$ cat src/rtl/luna_alu_pkg.sv
// Shared types and constants for the Luna 16-bit ALU.
// Optional overflow flag is enabled with LUNA_ALU_OVERFLOW_EN.
package luna_alu_pkg;

    localparam int unsigned ALU_WIDTH = 16;

    typedef enum logic [1:0] {
        ALU_AND = 2'd0,
        ALU_OR  = 2'd1,
        ALU_ADD = 2'd2,
        ALU_SUB = 2'd3
    } alu_op_e;

    localparam logic [ALU_WIDTH-1:0] ALU_RESULT_RST = '0;

    // Signed overflow from operand/result sign bits; SUB compares against the
    // un-inverted Y sign, so the "signs equal" test flips for subtraction.
    function automatic logic alu_signed_ovf(input alu_op_e op, input logic a_msb,
                                            input logic b_msb, input logic r_msb);
        logic ovf;
        ovf = 1'b0;
        unique case (op)
            ALU_ADD: ovf = (a_msb == b_msb) && (r_msb != a_msb);
            ALU_SUB: ovf = (a_msb != b_msb) && (r_msb != a_msb);
            default: ovf = 1'b0;
        endcase
        return ovf;
    endfunction

endpackage

$ cat src/rtl/luna_alu_func.sv
// Combinational ALU function path: operand zeroing, operation select, output negation.
// Produces the overflow bit only when LUNA_ALU_OVERFLOW_EN is defined.
module luna_alu_func
    import luna_alu_pkg::*;
(
    input  logic [ALU_WIDTH-1:0] x_i,
    input  logic [ALU_WIDTH-1:0] y_i,
    input  logic                 zero_x_i,
    input  logic                 zero_y_i,
    input  logic                 negate_i,
    input  logic [1:0]           op_i,
`ifdef LUNA_ALU_OVERFLOW_EN
    output logic                 ovf_o,
`endif
    output logic [ALU_WIDTH-1:0] d_o
);

    alu_op_e              op;
    logic [ALU_WIDTH-1:0] xe;
    logic [ALU_WIDTH-1:0] ye;
    logic [ALU_WIDTH-1:0] r;

    assign op = alu_op_e'(op_i);
    assign xe = zero_x_i ? '0 : x_i;
    assign ye = zero_y_i ? '0 : y_i;

    // Carry-out is intentionally dropped: arithmetic wraps modulo 2^16.
    always_comb begin
        r = '0;
        unique case (op)
            ALU_AND: r = xe & ye;
            ALU_OR:  r = xe | ye;
            ALU_ADD: r = xe + ye;
            ALU_SUB: r = xe + (~ye) + {{(ALU_WIDTH-1){1'b0}}, 1'b1};
            default: r = '0;
        endcase
    end

    assign d_o = negate_i ? ~r : r;

`ifdef LUNA_ALU_OVERFLOW_EN
    // Evaluated on r, before the optional inversion.
    assign ovf_o = alu_signed_ovf(op, xe[ALU_WIDTH-1], ye[ALU_WIDTH-1], r[ALU_WIDTH-1]);
`endif

endmodule

$ cat src/rtl/luna_alu.sv
// Registered 16-bit Luna ALU: result register plus zero/negative flags.
// Define LUNA_ALU_OVERFLOW_EN to add the registered is_overflow output.
module luna_alu
    import luna_alu_pkg::*;
(
    input  logic                 clk,
    input  logic                 rst_n,
    input  logic [ALU_WIDTH-1:0] x,
    input  logic [ALU_WIDTH-1:0] y,
    input  logic                 zero_x,
    input  logic                 zero_y,
    input  logic                 negate_output,
    input  logic [1:0]           opcode,
    output logic [ALU_WIDTH-1:0] output_result,
    output logic                 is_zero,
`ifdef LUNA_ALU_OVERFLOW_EN
    output logic                 is_overflow,
`endif
    output logic                 is_negative
);

    logic [ALU_WIDTH-1:0] result_d;
    logic [ALU_WIDTH-1:0] result_q;

`ifdef LUNA_ALU_OVERFLOW_EN
    logic overflow_d;
    logic overflow_q;
`endif

    luna_alu_func u_func (
        .x_i      (x),
        .y_i      (y),
        .zero_x_i (zero_x),
        .zero_y_i (zero_y),
        .negate_i (negate_output),
        .op_i     (opcode),
`ifdef LUNA_ALU_OVERFLOW_EN
        .ovf_o    (overflow_d),
`endif
        .d_o      (result_d)
    );

    always_ff @(posedge clk or negedge rst_n) begin
        if (!rst_n) begin
            result_q <= ALU_RESULT_RST;
        end else begin
            result_q <= result_d;
        end
    end

`ifdef LUNA_ALU_OVERFLOW_EN
    always_ff @(posedge clk or negedge rst_n) begin
        if (!rst_n) begin
            overflow_q <= 1'b0;
        end else begin
            overflow_q <= overflow_d;
        end
    end

    assign is_overflow = overflow_q;
`endif

    // Flags come from the registered value so they always match output_result.
    assign output_result = result_q;
    assign is_zero       = (result_q == '0);
    assign is_negative   = result_q[ALU_WIDTH-1];

endmodule

$ cat config.mk
export PLATFORM = sky130hd
export DESIGN_NAME = luna_alu
export DESIGN_NICKNAME = d
export VERILOG_FILES = /design/src/rtl/luna_alu_pkg.sv /design/src/rtl/luna_alu_func.sv /design/src/rtl/luna_alu.sv
export SDC_FILE = /design/constraint.sdc
export NUM_CORES = 1
export LEC_CHECK = 0
export ABC_CLOCK_PERIOD_IN_PS = 950
export CORE_ASPECT_RATIO = 1.2
export CORE_UTILIZATION = 55
export CTS_BUF_LIST = sky130_fd_sc_hd__clkbuf_2
export DETAILED_ROUTE_END_ITERATION = 8
export MAX_ROUTING_LAYER = met4
export PLACE_DENSITY = 0.83
export SYNTH_ARGS = -nofsm -noshare
export SYNTH_HDL_FRONTEND = slang
export SYNTH_HIERARCHICAL = 1
export SYNTH_SLANG_ARGS = --single-unit
$ cat constraint.sdc
create_clock -name clk -period 0.95 [get_ports clk]
set_input_delay 0.095 -clock clk [delete_from_list [all_inputs] [get_ports clk]]
set_output_delay 0.095 -clock clk [all_outputs]
set_load 0.01 [all_outputs]
==> impl_metrics.ini, run 1 <==
[clock_network]
cts-htree-levels = 1
clockBufferDepth = 2
clkSinkCount = 16
cts_made_buffers = 3
ctsRootBufferMaster = clkbuf_2
ctsHoldBuffers = 0
cts_resized = 212
post_cts_buffers = 66

[synth]
syn_area_per_cell_sq_um = 7.68
ys_seq_elements = 16
synth_edf_count = 0
synth_commonest_cells = ha_1 (50), inv_1 (42), a21oi_1 (32), nor2_1 (27), nor2b_1 (22)
synthesis.area_sq_um = 3100
syn_nets = 495
async_flop_share = 1.00
synth_warnings = 6
yosys.area.top_type_share = 0.202
synth_cell_types = 60
synthTopCellsByArea = ha_1 (20%), dfrtp_1 (13%), xnor2_1 (5.9%)
seq_area_frac_synth = 0.129
yosysTopAreaCell = ha_1
syn_inst = 404
yosysMostFrequentCell = ha_1
synth-main-ff-cell = dfrtp_1

[floorplanning]
initial_core_util = 0.578
die_h_microns = 84.3
placementRows = 29
ios = 57
die_x_microns = 70.6

[placed_design]
port_buffers = 56
place_area_sq_um = 4770
dpl.hpwl_mm = 8.65
gp_congestion = 0.959

[status]
status = stopped before the end
tool.error = [ERROR DPL-0038] Utilization greater than 100%, impossible to legalize
lastStage = clock tree synthesis
-- metrics by stage --
stage          instances  hold slack [ns]  setup WS (ns)  utilization
3_5_place_dp         602            0.440          -2.29        0.888
3_3_place_gp         602            0.428          -2.18        0.888
2_1_floorplan        404           -0.201          -1.35            -
-- logic make-up after synthesis --
family	share of synthesized area
adder cells (fa/ha/maj)	0.215
AO/OA/AOI/OAI	0.237
XOR/XNOR	0.0790
multiplexers	0.0367
flip-flops	0.129
buffers and inverters	0.0895
AND/OR/NAND/NOR	0.214
==> run 2, diff against run 1 <==
CORE_ASPECT_RATIO = default   (was 1.2)
CORE_UTILIZATION = 40   (was 55)
CTS_BUF_LIST = default   (was sky130_fd_sc_hd__clkbuf_2)
MAX_ROUTING_LAYER = default   (was met4)
PLACE_DENSITY = default   (was 0.83)
PLACE_DENSITY_LB_ADDON = 0.15   (was default)
==> impl_metrics.ini, run 2 <==
[critical_path]
setup.worst_path.end_class = flip-flop
startpoint_type = primary input
crit_chain = buf_12 > nor2b_4 > inv_2 > ha_4 > fa_2 > and3b_1 > o211a_1 > a21oi_4 > o41ai_4 > a31oi_1 > xnor2_1 > a221oi_2 > xor2_1
crit_arrival_ns = 2.58
cp-startpoint = zero_x
critical_path_class = primary input to flip-flop
crit_slowest_cell = o41ai_4
required_ns = 1.13
crit_fanout = 5
slowest_delay_ns = 0.38

[clock_network]
ctsRootBufferMaster = clkbuf_8
ctsHoldBuffers = 0
clkTransAtPathRegs_ns = 0.07
cts_tree = done
clkSinkCount = 16
clockBufferDepth = 2
cts-htree-levels = 1
cts_made_buffers = 3

[synth]
ys_seq_elements = 16
syn_area_per_cell_sq_um = 7.68
syn_inst = 404
yosys.area_share.adder = 0.215
syn_nets = 495
synth-main-ff-cell = dfrtp_1
synth_warnings = 6
synth_top_family_by_area = compound AO/OA/AOI/OAI gates
synth_mux_area_frac = 0.0367
synth_edf_count = 0
synth_compound_area_frac = 0.237
async_flop_share = 1.00
synthTopCellsByArea = ha_1 (20%), dfrtp_1 (13%), xnor2_1 (5.9%)
yosys.area.top_type_share = 0.202
synth_cell_types = 60
synth_commonest_cells = ha_1 (50), inv_1 (42), a21oi_1 (32), nor2_1 (27), nor2b_1 (22)
seq_area_frac_synth = 0.129
synth_xor_area_frac = 0.0790
synthesis.area_sq_um = 3100
yosysMostFrequentCell = ha_1
yosysTopAreaCell = ha_1
synth-simple-area-share = 0.214

[grt]
overflow = 0
grt_max_degree = 23
grt_pass1_vias = 3647
grt_pass1_wl_mm = 17.5
global_route.usage.total = 0.265
antenna_found_initial = 0

[placed_design]
gp_congestion = 0.918
dp.cells = 640
dpl.hpwl_mm = 7.98
port_buffers = 56

[final_layout]
layout.cells.most_common = buf_4
finalNonFillerCells = 688
n_antenna_cell = 0
drive_above_1_share = 0.535
syn2layout_area_growth_pct = 89.6
final_nets = 681
most-common-layout-cells = buf_4 (119), inv_1 (33), buf_6 (32)
largest_reg_flops = 16

[sta]
setup_tns_ns = -17.93
fmax_mhz = 415
drv_slew = 0
period_share = 2.53
hold_viol = 0
holdWs_ns = 0.161
rsz0062_at_grt = true
setup_viol = 24
setup_slack_ns = -1.46
relSlewSlack = 0.716
period_needed_ns = 2.41
worstMarginPinSlew_ns = 0.424

[floorplanning]
die_x_microns = 90.1
die-area_sq_um = 8110
ios = 57
core_sq_um = 7370
die_h_microns = 90.1
placementRows = 31
initial_core_util = 0.421

[routing]
route.detailed.drc = 0
vias_per_cell = 5.28
wl_per_cell_microns = 16.7
drt_wl_total_mm = 11.5
first_pass_iters = 5
drt-initial-drc-count = 170
ant_nets = 0
vias = 3630

[power_and_ir_drop]
power_per_cell_area_nw_per_um2 = 832
peakVddDrop_mv = 0.595
power_mw = 4.90
leakagePower_nw = 2.82

[hold_path]
hold_class = primary input to asynchronous set/reset pin

[flow_run]
drv_cap = 0

[status]
violations = setup timing
status = finished, violations left
run 2: cell counts after synthesis:
No cell type changed its count.
run 2: metrics by stage:
stage | cell area [sq um] | util | setup slack [ns]
final | 5880 | 0.798 | -1.46
after global routing | 5880 | 0.798 | -1.58
after CTS | 5520 | 0.749 | -1.43
after detailed placement | 4850 | 0.658 | -2.15
after global placement | 4850 | 0.658 | -2.08
after floorplan | 3540 | - | -1.35
run 2: area by class of cell:
cell class	count	area, sq um
Timing Repair Buffer	205	1780
Multi-Input combinational cell	320	3340
Fill cell	470	1490
Tap cell	99	124
Sequential cell	16	400
Clock buffer	4	55.1
Inverter	44	180
run 2: worst paths after layout:
path	to	slack [ns]	depth (start not counted)
max	output_result[12]	-1.46	13
max in group asynchronous	output_result[2]	0.61	2
min in group clk	output_result[10]	0.51	5
min	output_result[10]	0.16	2
run 2: report_power, final:
group          internal, mW  total (mW)  switching [mW]
Combinational          1.80        3.36            1.57
Clock                 0.368       0.612           0.244
Sequential            0.820       0.920           0.100
Total                  2.98        4.90            1.91
run 2: layer usage:
metal  share of wire  track usage  wire [microns]
met5               0            0               0
met4           0.014       0.0565             157
met3           0.041       0.0288             471
met2            0.51        0.490            5880
met1            0.43        0.328            4990
run 2: what timing repair did:
| action | CTS | global route |
|---|---|---|
| gates resized for setup | 191 | 71 |
| setup endpoints to repair | 34 | 27 |
| gates cloned | 0 | 1 |
| pin swaps | 83 | 66 |
| buffers inserted | 29 | 19 |
run 2: logic make-up after synthesis:
family | Yosys count
and+or+nand+nor | 125
AOI/OAI and AO/OA | 105
buffers and inverters | 68
adders and majority gates | 52
xor gates and xnor gates | 28
DFF | 16
muxes | 10
run 2: worst max-delay path: cells and delay by family:
kind                     cells  cell delay, ns
AND/OR/NAND/NOR              2            0.36
adder cells (fa/ha/maj)      2            0.50
buffers and inverters        2            0.18
AO/OA/AOI/OAI                5            1.12
XOR/XNOR                     2            0.32
Power figures use the tool's default switching activity.
